**src/rtl/detector_sequencer_if.sv**
```systemverilog
// Bundle of the sequencer's control, pattern and detector-facing signals.
// The master side (test harness / controller) drives start, pattern, len and
// returns the detector's z_in; the sequencer (slave side) drives the rest.
interface detector_sequencer_if;
  logic       start;
  logic [7:0] pattern;
  logic [3:0] len;
  logic       z_in;
  logic       w_out;
  logic       busy;
  logic       done;
  logic [3:0] hits;
  logic [2:0] state_out;

  modport master (
    output start, pattern, len, z_in,
    input  w_out, busy, done, hits, state_out
  );

  modport slave (
    input  start, pattern, len, z_in,
    output w_out, busy, done, hits, state_out
  );
endinterface

```
**src/rtl/detector_sequencer.sv**
```systemverilog
// Feeds an 8-bit pattern, LSB first, into an external Moore sequence detector
// and counts how many times the detector fires in response.
// A run is: 2 FLUSH cycles of zeros, N SHIFT cycles of pattern bits,
// 1 DRAIN cycle of zero, 1 DONE cycle, then back to IDLE.
//
// Handshake: start is a level request with no acknowledge; it is sampled only
// while in IDLE, and the rising edge that sees start=1 in IDLE accepts it and
// captures pattern/len. busy stays high from the next cycle until the end of
// DONE; done pulses for exactly the DONE cycle.
module detector_sequencer (
  input  logic                 clk,
  input  logic                 reset,
  detector_sequencer_if.slave  bus
);

  typedef enum logic [2:0] {
    IDLE  = 3'b000,
    FLUSH = 3'b001,
    SHIFT = 3'b010,
    DRAIN = 3'b011,
    DONE  = 3'b100
  } state_t;

  state_t     state_q, state_d;
  logic [7:0] shreg_q, shreg_d;
  logic [3:0] len_q, len_d;
  logic [3:0] cnt_q, cnt_d;
  logic [3:0] hits_q, hits_d;
  logic       prev_shift_q, prev_shift_d;
  logic [3:0] len_eff;

  // Out-of-range lengths (0 and 9..15) run the full 8 bits.
  always_comb begin
    len_eff = bus.len;
    if (bus.len == 4'd0 || bus.len > 4'd8) len_eff = 4'd8;
  end

  // Register update; reset aborts any run immediately.
  always_ff @(posedge clk or posedge reset) begin
    if (reset) begin
      state_q      <= IDLE;
      shreg_q      <= 8'd0;
      len_q        <= 4'd0;
      cnt_q        <= 4'd0;
      hits_q       <= 4'd0;
      prev_shift_q <= 1'b0;
    end else begin
      state_q      <= state_d;
      shreg_q      <= shreg_d;
      len_q        <= len_d;
      cnt_q        <= cnt_d;
      hits_q       <= hits_d;
      prev_shift_q <= prev_shift_d;
    end
  end

  // Next-state and datapath. cnt_q counts up through FLUSH and then down
  // through SHIFT as the number of bits still to send.
  always_comb begin
    state_d      = state_q;
    shreg_d      = shreg_q;
    len_d        = len_q;
    cnt_d        = cnt_q;
    hits_d       = hits_q;
    // The detector is Moore with one cycle of delay, so z_in reflects the
    // bit sent in the previous cycle: only credit it when that was SHIFT.
    prev_shift_d = (state_q == SHIFT);
    if (prev_shift_q && bus.z_in) hits_d = hits_q + 4'd1;

    unique case (state_q)
      IDLE: begin
        if (bus.start) begin
          shreg_d = bus.pattern;
          len_d   = len_eff;
          cnt_d   = 4'd0;
          hits_d  = 4'd0;
          state_d = FLUSH;
        end
      end
      FLUSH: begin
        if (cnt_q == 4'd1) begin
          cnt_d   = len_q;
          state_d = SHIFT;
        end else begin
          cnt_d = cnt_q + 4'd1;
        end
      end
      SHIFT: begin
        shreg_d = {1'b0, shreg_q[7:1]};
        cnt_d   = cnt_q - 4'd1;
        if (cnt_q == 4'd1) state_d = DRAIN;
      end
      DRAIN: begin
        cnt_d   = 4'd0;
        state_d = DONE;
      end
      DONE: begin
        state_d = IDLE;
      end
      default: begin
        state_d = IDLE;
      end
    endcase
  end

  // Outputs decode straight from registered state so reset clears them at once.
  assign bus.w_out     = (state_q == SHIFT) & shreg_q[0];
  assign bus.busy      = (state_q != IDLE);
  assign bus.done      = (state_q == DONE);
  assign bus.hits      = hits_q;
  assign bus.state_out = state_q;

endmodule

```
**src/flat_wrapper.sv**
```systemverilog
// flat-port wrapper written by rule: the top's interface ports become plain ports
module detector_sequencer_flat 
  (clk, reset, bus_start, bus_pattern, bus_len, bus_z_in, bus_w_out, bus_busy, bus_done, bus_hits, bus_state_out);
  detector_sequencer_if bus_i ();
  input  logic clk;
  input  logic reset;
  input wire logic [$bits(bus_i.start)-1:0] bus_start;
  input wire logic [$bits(bus_i.pattern)-1:0] bus_pattern;
  input wire logic [$bits(bus_i.len)-1:0] bus_len;
  input wire logic [$bits(bus_i.z_in)-1:0] bus_z_in;
  output wire logic [$bits(bus_i.w_out)-1:0] bus_w_out;
  output wire logic [$bits(bus_i.busy)-1:0] bus_busy;
  output wire logic [$bits(bus_i.done)-1:0] bus_done;
  output wire logic [$bits(bus_i.hits)-1:0] bus_hits;
  output wire logic [$bits(bus_i.state_out)-1:0] bus_state_out;
  assign bus_i.start = bus_start;
  assign bus_i.pattern = bus_pattern;
  assign bus_i.len = bus_len;
  assign bus_i.z_in = bus_z_in;
  assign bus_w_out = bus_i.w_out;
  assign bus_busy = bus_i.busy;
  assign bus_done = bus_i.done;
  assign bus_hits = bus_i.hits;
  assign bus_state_out = bus_i.state_out;
  detector_sequencer u_core (.clk(clk), .reset(reset), .bus(bus_i));
endmodule
```
**config.mk**
```make
export PLATFORM = sky130hd
export DESIGN_NAME = detector_sequencer_flat
export DESIGN_NICKNAME = d
export VERILOG_FILES = /design/src/rtl/detector_sequencer_if.sv /design/src/rtl/detector_sequencer.sv /design/src/flat_wrapper.sv
export SDC_FILE = /design/constraint.sdc
export NUM_CORES = 1
export LEC_CHECK = 0
export ABC_AREA = 1
export CAP_MARGIN = 5
export CORE_ASPECT_RATIO = 1.1
export CORE_MARGIN = 2
export CORE_UTILIZATION = 45
export DETAILED_ROUTE_END_ITERATION = 8
export GPL_TIMING_DRIVEN = 0
export PLACE_DENSITY = 0.71
export SLEW_MARGIN = 20
export SYNTH_ARGS = -nofsm -noshare
export SYNTH_HDL_FRONTEND = slang
export SYNTH_SLANG_ARGS = --single-unit
```
**constraint.sdc**
```tcl
create_clock -name clk -period 1.45 [get_ports clk]
set_input_delay 0.3625 -clock clk [delete_from_list [all_inputs] [get_ports clk]]
set_output_delay 0.3625 -clock clk [all_outputs]
set_load 0.01 [all_outputs]
```
Word-level counts from Yosys, hierarchy flattened. Index checks and enable logic that the tools add are counted.

Logic and storage cells: 43. Flip-flop bits (word level): 24.

Equality and inequality tests: 8. Bitwise operators: 1. Add/sub/neg operators: 3. Magnitude comparators: 1. Multiplexer cells: 13. Reduce and logical (&&, ||, !) cells: 11.

Operators with widths (count): 4-bit 2-to-1 mux (6); 4-bit case mux with 4 select lines (1); 8-bit case mux with 2 select lines (1); 3-bit case mux with 4 select lines (1); 3-bit 2-to-1 mux (3); 4-bit by 1-bit adder with 4-bit output (second input constant) (2); 8-bit 2-to-1 mux (1); 3-bit by 2-bit == test with 1-bit output (second input constant) (2); 2-bit AND reduction (3); 4-bit by 1-bit == test with 1-bit output (second input constant) (1); 4-bit greater-than comparator (second input constant) (1); 4-bit logical NOT (1); 2-bit != test (second input constant) (2); 4-bit nonzero test (1); 4-bit by 1-bit subtractor with 4-bit output (second input constant) (1); 3-bit by 1-bit == test with 1-bit output (second input constant) (1); 3-bit == test (second input constant) (1); 3-bit logical NOT (1); 3-bit AND reduction (1); 3-bit nonzero test (1); 2-bit by 1-bit != test with 1-bit output (second input constant) (1); 2-bit nonzero test (1); 1-bit bitwise AND (1); 1-bit logical AND (1); 1-bit logical OR (1).

Logic depth before layout (Yosys ltp). Gate-level depths: netlist of the first run.

Depth after elaboration: 4. Gate-level depth with buffers: 7.

Worst setup path before layout of the first run. OpenSTA, ideal clock, no wires.

Path kind: reg2out. Start point: reg u_core.state_q[0], in the netlist u_core.bus.state_out[0]. End point: out bus_w_out. Slack: 46 ps. Path buffers: 1. Cell stages (with the launch flop): 5. Arrival: 1041 ps. Cells stage by stage: dfrtp_1 > nor2_4 > nand2_2 > buf_6 > nor2_1.

Word-level cells in the longest chain between the ends: 2.

RTL lines: start, declared (RTL line detector_sequencer.sv:24) `state_t state_q, state_d;`; start signal, assigned (RTL line detector_sequencer.sv:48) `state_q <= state_d;`; 3-bit by 2-bit == test with 1-bit output (RTL line detector_sequencer.sv:107) `assign bus.w_out = (state_q == SHIFT) & shreg_q[0];`; 1-bit bitwise AND (RTL line detector_sequencer.sv:107); end, declared (RTL line flat_wrapper.sv:11) `output wire logic [$bits(bus_i.w_out)-1:0] bus_w_out;`.

No other way between the ends.

Worst setup path in the final report of the first run.
Start point: reg u_core.state_q[0], in the netlist u_core.bus.state_out[0]. End point: out bus_done.

Word-level cells in the longest chain between the ends: 1.

RTL lines: 3-bit == test (RTL line detector_sequencer.sv:109) `assign bus.done = (state_q == DONE);`; end, declared (RTL line flat_wrapper.sv:13) `output wire logic [$bits(bus_i.done)-1:0] bus_done;`.

No other way between the ends.

==> flow_summary.toml, run 1 <==
[outcome]
outcome = "finished with violations"
failed_checks = "negative setup slack"

[clock_tree]
cts_max_level = 1
hold_buffers = 0
cts_tree = "built"
cts-root-to-sink-buffers = 2
cts.reportedPaths.clkPinSlew_ns = 0.14
tritoncts_num_sinks = 24
clk_root_buffer_cell = "sky130_fd_sc_hd__clkbuf_4"
tritoncts_buffer_count = 3
clock_insertion_delay_worst_skew_ns = 0.31

[sta]
worst_slew_margin_relative_to_its_limit_pct = 39.2
fin_tns_setup_ns = -1.01
final.period_utilization_pct = 113
setup-violations-final = 12
number_of_slew_limit_violations_in_the_final_report = 0
rsz_0062_raised_after_global_routing = "true"
fmaxAchievable_mhz = 612
post-route-worst-setup-slack_ns = -0.183
finalHoldViolations = 0
layout_min_cycle_time_ns = 1.63
slew_of_the_pin_with_the_lowest_slew_margin_ns = 0.912
skew_ns = 0.00387

[power_and_ir_drop]
switching_power_mw = 1.35
power_switching_share_pct = 41.6
p_seq_share_pct = 34.3
pwr_density_cell_nw_per_um2 = 1830
power_report.internal_total_mw = 1.89
peakVddDrop_uv = 1270
clock_power_share_pct = 10.9
combinationalPowerShare_pct = 54.8
static-leakage-power_nw = 0.979

[detailed_routing]
detail_route.wl_per_cell_um = 11.7
vias_per_cell = 4.91
route.final.wire_length_mm = 2.95
drc_errors = 0
drt.antenna.violating_nets = 0
drtIter0Drc = 27
routed_vias = 1243
firstDrtPassIters = 4

[finish]
finish.net_count = 241
final_cells = 253
num_antenna_cells = 0
layout-area-overhead-vs-synth_pct = 36.4
drive_gt1_share_pct = 19.1

[floorplanning]
core_area_sq_um = 2750
fp.dieW_um = 55.2
count_of_boundary_i_o_pins = 26
die_y_um = 60.3
core.rowCount = 20
initial_core_util_pct = 47.2
fp.dieArea_sq_um = 3330

[worst_setup_path]
startpoint_type = "flip-flop"
path_max_fanout = 4
r2r_slack_ns = -0.08
cp.required_ns = 1.09
regToRegStartpoint = "u_core.bus.state_out[0]"
nature_of_the_critical_path_endpoint = "output pin"
worst_r2r_endpoint = "u_core.bus.hits[2]"
worst_setup_path_startpoint = "u_core.bus.state_out[0]"
crit_path_end = "bus_done"
critPathArrivalTime_ns = 1.27
reg2reg_depth = 9
critical_path_class = "flip-flop to output pin"

[synthesis]
synth-seq-area-share_pct = 46.2
synth_area_sq_um = 1300
yosys.cell_types.count = 20
synth-warning-count = 0
ys_seq_elements = 24
synthesis.instances = 172
synthesized_netlist_net_count = 192
synth.avg_cell_area_sq_um = 7.55

[grt]
grt_start_max_net_pins = 25
grt_pass1_vias = 1161
grt_antenna_before_repair = 0
congestion_overflow_gr = 0
grt_pass1_wl_mm = 4.95
grt.total_usage_pct = 18.6

[placement]
numPortBuffers = 25
gp_congestion = 0.850
dp.final_hpwl_mm = 1.97
placedCellCount = 230

[min_path]
timing.hold.worst.class = "flip-flop to flip-flop"

[run]
maxCapViolCount = 0
-- placed cells by master (no fill, tap or decap) --
cell                              instances
sky130_fd_sc_hd__inv_1                   28
sky130_fd_sc_hd__a31oi_1                  1
sky130_fd_sc_hd__clkbuf_4                 3
sky130_fd_sc_hd__nor3_2                   1
sky130_fd_sc_hd__nand2_2                  1
sky130_fd_sc_hd__nand2_4                  1
sky130_fd_sc_hd__nor3_1                   1
sky130_fd_sc_hd__xnor2_1                  1
sky130_fd_sc_hd__o21ai_2                  1
sky130_fd_sc_hd__o21ai_1                  9
sky130_fd_sc_hd__buf_4                   18
sky130_fd_sc_hd__dfrtp_2                  1
sky130_fd_sc_hd__nor2_4                   3
sky130_fd_sc_hd__o21ai_0                 10
sky130_fd_sc_hd__ha_1                     4
sky130_fd_sc_hd__dlygate4sd2_1            5
sky130_fd_sc_hd__buf_2                    5
sky130_fd_sc_hd__o31ai_1                  1
sky130_fd_sc_hd__nand4_1                  2
sky130_fd_sc_hd__clkdlybuf4s50_1         15
sky130_fd_sc_hd__nor2_2                   2
sky130_fd_sc_hd__inv_2                    2
sky130_fd_sc_hd__nand3_1                 21
sky130_fd_sc_hd__nor2_1                   7
sky130_fd_sc_hd__nand2_1                 49
sky130_fd_sc_hd__clkbuf_8                 1
sky130_fd_sc_hd__xor2_1                   1
sky130_fd_sc_hd__buf_6                    3
sky130_fd_sc_hd__dfrtp_1                 23
-- cell usage after synthesis (all sizes together) --
library cell | count | area, sq um
nand2 | 51 | 194
inv | 30 | 113
dfrtp | 24 | 601
nand3 | 21 | 105
o21ai | 20 | 100
nor2 | 11 | 58.8
ha | 4 | 50.1
buf | 3 | 23.8
nand4 | 2 | 12.5
nor3 | 2 | 10.0
a31oi | 1 | 6.26
o31ai | 1 | 7.51
xnor2 | 1 | 8.76
xor2 | 1 | 8.76
-- repair_timing --
| action | 4_1_cts | 5_1_grt |
|---|---|---|
| endpoints found under the setup margin | 10 | 15 |
| endpoints found under the hold margin | 0 | 0 |
| resized for setup | 33 | 12 |
| buffers inserted | 10 | 9 |
| gates cloned | 0 | 1 |
| pin swaps | 4 | 4 |
-- state kept, by name, indices dropped and copies added (netlist names) --
signal and cells:
u_core.prev_shift_q 1, u_core.cnt_q 4, u_core.len_q 4, u_core.shreg_q 8
u_core.bus.hits 4, u_core.bus.state_out 3
-- area by class of cell --
type,instances,area [sq um]
plain buffers,2,12.5
clock buffers,4,36.3
fillers,251,981
inverters,30,113
multi-input cells,116,592
flip-flops and latches,24,602
well taps,33,41.3
repair buffers,44,375
-- metal layers --
metal	track usage [%]	routed length, um	part of all wire (%)	vias up
met4	4.88	39	1.3	0
met1	22.2	1270	43	582
li1	-	-	-	641
met2	34.9	1540	52	16
met3	3.62	93	3.2	4
met5	0	0	0	-
-- power groups by stage --
stage               logic, mW  registers [mW]  clock network [mW]
global placement         1.33            1.13                   0
finish                   1.78            1.11               0.355
global route             2.03            1.14               0.394
detailed placement       1.38            1.15                   0
CTS                      1.53            1.12               0.359
floorplan               0.946            1.13                   0
-- through the flow --
step	utilization, %	area, sq um	hold WS [ns]	total power [mW]	setup slack (ns)
floorplan	-	1300	0.377	2.07	0.0462
global placement	57.8	1590	0.461	2.46	-0.435
detailed placement	57.8	1590	0.470	2.53	-0.445
CTS	61.3	1690	0.502	3.00	-0.184
global route	64.4	1770	0.529	3.57	-0.239
finish	64.4	1770	0.504	3.24	-0.183
-- worst max-delay path: stages, from the launching register on --
cell and delay (ns):
sky130_fd_sc_hd__dfrtp_1 0.43, sky130_fd_sc_hd__buf_4 0.14, sky130_fd_sc_hd__buf_6 0.11, sky130_fd_sc_hd__nor3_2 0.13
sky130_fd_sc_hd__buf_2 0.15
-- kinds of logic (layout without fill, tap and decap cells) --
logic type,Yosys count,count (layout),share of synthesized area [%]
simple gates,87,88,29.3
flops,24,24,46.2
buf+inv,33,80,10.5
xor+xnor,2,2,1.35
compound gates,22,22,8.77
fa+ha+maj,4,4,3.85
-- worst min-delay path by stage --
| stage | from | to | slack (ns) | cells after the start |
|---|---|---|---|---|
| final | u_core.shreg_q[0] | u_core.shreg_q[0] | 0.50 | 2 |
| after global routing | u_core.shreg_q[0] | u_core.shreg_q[0] | 0.53 | 2 |
| after CTS | u_core.shreg_q[5] | u_core.shreg_q[5] | 0.50 | 2 |
| after detailed placement | u_core.shreg_q[5] | u_core.shreg_q[5] | 0.47 | 2 |
| after global placement | u_core.shreg_q[3] | u_core.shreg_q[3] | 0.46 | 2 |
| after floorplan | reset | u_core.bus.hits[0] | 0.38 | 1 |
Note: power is estimated with default switching activity, not from simulation.
==> inputs of run 2 (changes only) <==
--- a/config.mk
+++ b/config.mk
@@ -6,13 +6,12 @@
 export NUM_CORES = 1
 export LEC_CHECK = 0
 export ABC_AREA = 1
-export CAP_MARGIN = 5
 export CORE_ASPECT_RATIO = 1.1
 export CORE_MARGIN = 2
 export CORE_UTILIZATION = 45
 export DETAILED_ROUTE_END_ITERATION = 8
 export GPL_TIMING_DRIVEN = 0
-export PLACE_DENSITY = 0.71
+export PLACE_DENSITY = 0.69
 export SLEW_MARGIN = 20
 export SYNTH_ARGS = -nofsm -noshare
 export SYNTH_HDL_FRONTEND = slang
==> run 2 against run 1 <==
- the flow still finishes with violations (negative setup slack)
- register-to-register slack improved by 0.12 ns
- sequential share of layout area fell by 0.77 points
- largest cell class is now multi-input combinational cells
- fmax rose by 1.5%
==> flow_summary.toml, run 2 (synthesized netlist as in run 1, its figures left out) <==
[detailed_routing]
routed_vias = 1264
drtIter0Drc = 32
detail_route.wl_per_cell_um = 11.9
drt.antenna.violating_nets = 0
vias_per_cell = 5.02
route.final.wire_length_mm = 3.00
firstDrtPassIters = 4
drc_errors = 0

[floorplanning]
core_area_sq_um = 2750
die_y_um = 60.3
fp.dieArea_sq_um = 3330
fp.dieW_um = 55.2
initial_core_util_pct = 47.2
core.rowCount = 20
count_of_boundary_i_o_pins = 26

[grt]
grt.total_usage_pct = 19.4
grt_pass1_wl_mm = 5.11
grt_antenna_before_repair = 0
grt_start_max_net_pins = 25
grt_pass1_vias = 1232
congestion_overflow_gr = 0

[sta]
skew_ns = 0.00485
fmaxAchievable_mhz = 621
final.period_utilization_pct = 111
layout_min_cycle_time_ns = 1.61
slew_of_the_pin_with_the_lowest_slew_margin_ns = 0.901
worst_slew_margin_relative_to_its_limit_pct = 39.9
setup-violations-final = 3
finalHoldViolations = 0
post-route-worst-setup-slack_ns = -0.159
number_of_slew_limit_violations_in_the_final_report = 0
hold_slack_ns = 0.498
rsz_0062_raised_after_global_routing = "true"

[finish]
finish.utilization_pct = 66.0
final_cell_mix = "sky130_fd_sc_hd__nand2_1 (49), sky130_fd_sc_hd__inv_1 (26), sky130_fd_sc_hd__dfrtp_1 (22), sky130_fd_sc_hd__nand3_1 (18), sky130_fd_sc_hd__clkdlybuf4s50_1 (15)"
registers.top_by_ff_count = "u_core.shreg_q"
num_antenna_cells = 0
finish.net_count = 240
layout.filler_cells = 235
final_cells = 252
layout-area-overhead-vs-synth_pct = 39.9
number_of_flip_flops_under_the_largest_register_name = 8
drive_gt1_share_pct = 21.9
mostFrequentLayoutCell = "sky130_fd_sc_hd__nand2_1"

[clock_tree]
cts.reportedPaths.clkPinSlew_ns = 0.14
cts_tree = "built"
cts_max_level = 1
tritoncts_num_sinks = 24
cts-root-to-sink-buffers = 2
clk_root_buffer_cell = "sky130_fd_sc_hd__clkbuf_4"
clock_insertion_delay_worst_skew_ns = 0.33
hold_buffers = 0
tritoncts_buffer_count = 3

[placement]
dp.final_hpwl_mm = 2.00
placedCellCount = 230
numPortBuffers = 25
gp_congestion = 0.788

[min_path]
min_from = "u_core.shreg_q[3]"
timing.hold.worst.class = "flip-flop to flip-flop"

[worst_setup_path]
critPathArrivalTime_ns = 1.25
worst_setup_path_startpoint = "u_core.bus.state_out[0]"
crit_path_end = "bus_busy"
cp.required_ns = 1.09
r2r_slack_ns = 0.04
startpoint_type = "flip-flop"
regToRegStartpoint = "u_core.bus.state_out[0]"
reg2reg_depth = 8
worst_r2r_endpoint = "u_core.len_q[0]"
nature_of_the_critical_path_endpoint = "output pin"
path_max_fanout = 2
critical_path_class = "flip-flop to output pin"

[outcome]
outcome = "finished with violations"
failed_checks = "negative setup slack"

[power_and_ir_drop]
p_total_mw = 3.34
pwr_density_cell_nw_per_um2 = 1840
peakVddDrop_uv = 965
static-leakage-power_nw = 0.991

[run]
maxCapViolCount = 0
[run 2: changes by cell type in the layout (fill, tap and decap cells not counted), moves of 3 or more]
cell / previous run / this run
sky130_fd_sc_hd__buf_4: 18 / 14
sky130_fd_sc_hd__o21ai_0: 10 / 14
sky130_fd_sc_hd__nand3_2: 0 / 3
sky130_fd_sc_hd__o21ai_1: 9 / 3
sky130_fd_sc_hd__buf_6: 3 / 6
sky130_fd_sc_hd__nand3_1: 21 / 18
[run 2: timing repair]
| action | CTS | global route |
|---|---|---|
| setup endpoints to repair | 10 | 17 |
| hold endpoints to repair | 0 | 0 |
| resized for setup | 36 | 16 |
| pin swaps | 2 | 3 |
| setup buffers | 14 | 5 |
[run 2: per-stage QoR]
| step | worst slack, ns | TNS (ns) | instance area, sq um |
|---|---|---|---|
| 6_report | -0.159 | -0.423 | 1820 |
| 5_1_grt | -0.215 | -0.625 | 1820 |
| 4_1_cts | -0.165 | -0.396 | 1730 |
| 3_5_place_dp | -0.459 | -3.96 | 1590 |
| 3_3_place_gp | -0.455 | -3.69 | 1590 |
| 2_1_floorplan | 0.0462 | 0 | 1300 |
[run 2: power by group]
part           switching [mW]  internal [mW]
Clock                   0.216          0.154
Sequential              0.167          0.941
Combinational            1.01          0.854
Total                    1.39           1.95
[run 2: layout make-up]
class                           instances  area [sq um]  share of cell area (%)
Buffer                                  2          12.5                   0.689
Clock buffer                            4          36.3                    2.00
Inverter                               30           113                    6.20
Multi-Input combinational cell        115           612                    33.7
Sequential cell                        24           603                    33.2
Tap cell                               33          41.3                    2.27
Timing Repair Buffer                   44           399                    22.0
[run 2: how the worst min path moves through the flow]
stage | endpoint | slack, ns | depth (start not counted)
final | u_core.shreg_q[3] | 0.50 | 2
after global routing | u_core.shreg_q[2] | 0.54 | 2
after CTS | u_core.shreg_q[3] | 0.50 | 2
after detailed placement | u_core.shreg_q[3] | 0.47 | 2
after global placement | u_core.shreg_q[6] | 0.46 | 2
after floorplan | u_core.bus.hits[0] | 0.38 | 1
[run 2: per-layer routing]
layer | vias to the layer above | global-route usage, % | wire length [um]
met3 | 8 | 2.77 | 74
met1 | 597 | 22.3 | 1340
met5 | - | 0 | 0
met2 | 22 | 35.4 | 1520
li1 | 637 | - | -
met4 | 0 | 11.5 | 65
[run 2: worst max-delay path: stages (launching register included)]
cell	delay, ns
sky130_fd_sc_hd__dfrtp_2	0.46
sky130_fd_sc_hd__nor2_4	0.17
sky130_fd_sc_hd__buf_6	0.13
sky130_fd_sc_hd__nand2_4	0.05
sky130_fd_sc_hd__buf_6	0.11
==> inputs of run 3 (changes only) <==
--- a/config.mk
+++ b/config.mk
@@ -11,7 +11,7 @@
 export CORE_UTILIZATION = 45
 export DETAILED_ROUTE_END_ITERATION = 8
 export GPL_TIMING_DRIVEN = 0
-export PLACE_DENSITY = 0.69
+export PLACE_DENSITY = 0.72
 export SLEW_MARGIN = 20
 export SYNTH_ARGS = -nofsm -noshare
 export SYNTH_HDL_FRONTEND = slang
==> constraint.sdc (replaced) <==
create_clock -name clk -period 1.4 [get_ports clk]
set_input_delay 0.35 -clock clk [delete_from_list [all_inputs] [get_ports clk]]
set_output_delay 0.35 -clock clk [all_outputs]
set_load 0.01 [all_outputs]
==> run 3 against run 2 <==
- global-route usage down 0.95 points
- critical endpoint unchanged
- power up 3.1%
- clock power down 21%
- combinational power up 8%
- first-iteration DRC count down 28%
- flip-flop and latch count unchanged
- the flow still finishes with violations (negative setup slack)
- core utilization up 0.14 points
==> flow_summary.toml, run 3 (synthesized netlist as in run 1, its figures left out) <==
[power_and_ir_drop]
switching_power_mw = 1.46
pwr_density_cell_nw_per_um2 = 1890
p_seq_share_pct = 33.3
p_total_mw = 3.44
power_report.internal_total_mw = 1.98
static-leakage-power_nw = 0.983
clock_power_share_pct = 8.5
peakVddDrop_uv = 1180
power_switching_share_pct = 42.4
combinationalPowerShare_pct = 58.2

[finish]
registers.top_by_ff_count = "u_core.shreg_q"
final_cells = 251
drive_gt1_share_pct = 23.9
layout-area-overhead-vs-synth_pct = 40.2
multi_input_comb_area_sq_um = 631
layout.filler_cells = 229
mostFrequentLayoutCell = "sky130_fd_sc_hd__nand2_1"
final_cell_mix = "sky130_fd_sc_hd__nand2_1 (45), sky130_fd_sc_hd__inv_1 (26), sky130_fd_sc_hd__dfrtp_1 (22), sky130_fd_sc_hd__nand3_1 (18), sky130_fd_sc_hd__clkdlybuf4s50_1 (15)"
finish.net_count = 240
number_of_flip_flops_under_the_largest_register_name = 8
num_antenna_cells = 0
ff_latch_area_sq_um = 603
finish.utilization_pct = 66.1
layout.cell_area.non_filler_sq_um = 1820

[worst_setup_path]
nature_of_the_critical_path_endpoint = "output pin"
longest_individual_stage_delay_on_the_worst_path_ns = 0.45
worst_r2r_endpoint = "u_core.len_q[2]"
path_max_fanout = 2
startpoint_type = "flip-flop"
critical_path_class = "flip-flop to output pin"
cp.required_ns = 1.05
critPathMostFrequentCell = "sky130_fd_sc_hd__buf_6"
regToRegStartpoint = "u_core.bus.state_out[0]"
reg2reg_depth = 8
worstPathCellList = "nor2_4 > buf_6 > nand2_4 > buf_6"
timing.critical_path.slowest_stage_cell = "sky130_fd_sc_hd__dfrtp_2"
critPathArrivalTime_ns = 1.20
r2r_slack_ns = -0.05

[sta]
worst_slew_margin_relative_to_its_limit_pct = 64.7
setup-violations-final = 7
rsz_0062_raised_after_global_routing = "true"
number_of_slew_limit_violations_in_the_final_report = 0
final.period_utilization_pct = 110
fin_tns_setup_ns = -0.529
slew_of_the_pin_with_the_lowest_slew_margin_ns = 0.528
fmaxAchievable_mhz = 647
skew_ns = 0.00483
hold_slack_ns = 0.423
finalHoldViolations = 0
post-route-worst-setup-slack_ns = -0.145
layout_min_cycle_time_ns = 1.55

[run]
maxCapViolCount = 0

[grt]
met3_usage_pct = 2.99
grt.busiest_layer = "met2"
grt.total_usage_pct = 18.5
grt_util_met2_pct = 36.1
grt_start_max_net_pins = 25
grt_antenna_before_repair = 0
grt_pass1_vias = 1232
grt_pass1_wl_mm = 4.97
congestion_overflow_gr = 0
global_route.usage.met1_pct = 20.4

[detailed_routing]
firstDrtPassIters = 4
routed_vias = 1228
drt.antenna.violating_nets = 0
detail_route.wl_per_cell_um = 11.7
drc_errors = 0
drtIter0Drc = 23
route.final.wire_length_mm = 2.94
vias_per_cell = 4.89

[floorplanning]
fp.dieW_um = 55.2
die_y_um = 60.3
initial_core_util_pct = 47.2
core_area_sq_um = 2750
fp.dieArea_sq_um = 3330
core.rowCount = 20
count_of_boundary_i_o_pins = 26

[min_path]
timing.hold.worst.class = "primary input to async pin"

[placement]
placedCellCount = 230
gp_congestion = 0.895
detailed_place.area_sq_um = 1590
dp.final_hpwl_mm = 1.97
detailedPlace.worstSlack_ns = -0.509
numPortBuffers = 25

[clock_tree]
clock_insertion_delay_worst_skew_ns = 0.30
cts-root-to-sink-buffers = 2
cts_max_level = 1
cts.reportedPaths.clkPinSlew_ns = 0.12
cts_tree = "built"
tritoncts_num_sinks = 24
clk_root_buffer_cell = "sky130_fd_sc_hd__clkbuf_4"
tritoncts_buffer_count = 3

[outcome]
failed_checks = "negative setup slack"
outcome = "finished with violations"
==> run 3: area by class of cell <==
cell class	count	share of cell area (%)
plain buffers	2	0.687
clock buffers	3	1.24
inverters	30	6.53
multi-input cells	115	34.6
flip-flops and latches	24	33.1
well taps	33	2.27
repair buffers	44	21.5
==> run 3: critical path: cells and delay by family (launching register included) <==
family / cells / cell delay [ns]
buf+inv: 2 / 0.24
simple gates: 2 / 0.21
flops: 1 / 0.45
==> run 3: per-layer routing <==
metal	part of all wire [%]	vias to the layer above
met2	52	17
met3	3.0	5
li1	-	635
met4	1.2	0
met5	0	-
met1	44	571
==> run 3: timing repair <==
| action | in CTS | in global routing |
|---|---|---|
| setup buffers | 12 | 7 |
| resized for setup | 39 | 28 |
| pin swaps | 3 | 8 |
| gates cloned | 0 | 1 |
| endpoints found under the setup margin | 10 | 19 |
| hold buffers | 0 | 0 |
==> run 3: worst max-delay path by stage <==
stage,start,to,cells after the start
floorplan,u_core.bus.state_out[0],bus_w_out,4
global placement,u_core.bus.state_out[0],bus_w_out,5
detailed placement,u_core.bus.state_out[0],bus_w_out,5
CTS,u_core.bus.state_out[2],bus_w_out,4
global route,u_core.bus.state_out[0],bus_w_out,4
finish,u_core.bus.state_out[0],bus_busy,4
==> run 3: power groups by stage <==
stage	Sequential, mW	Combinational (mW)	Clock (mW)
finish	1.15	2.00	0.291
global route	1.18	2.23	0.342
CTS	1.14	1.68	0.308
detailed placement	1.19	1.44	0
global placement	1.18	1.38	0
floorplan	1.17	0.980	0
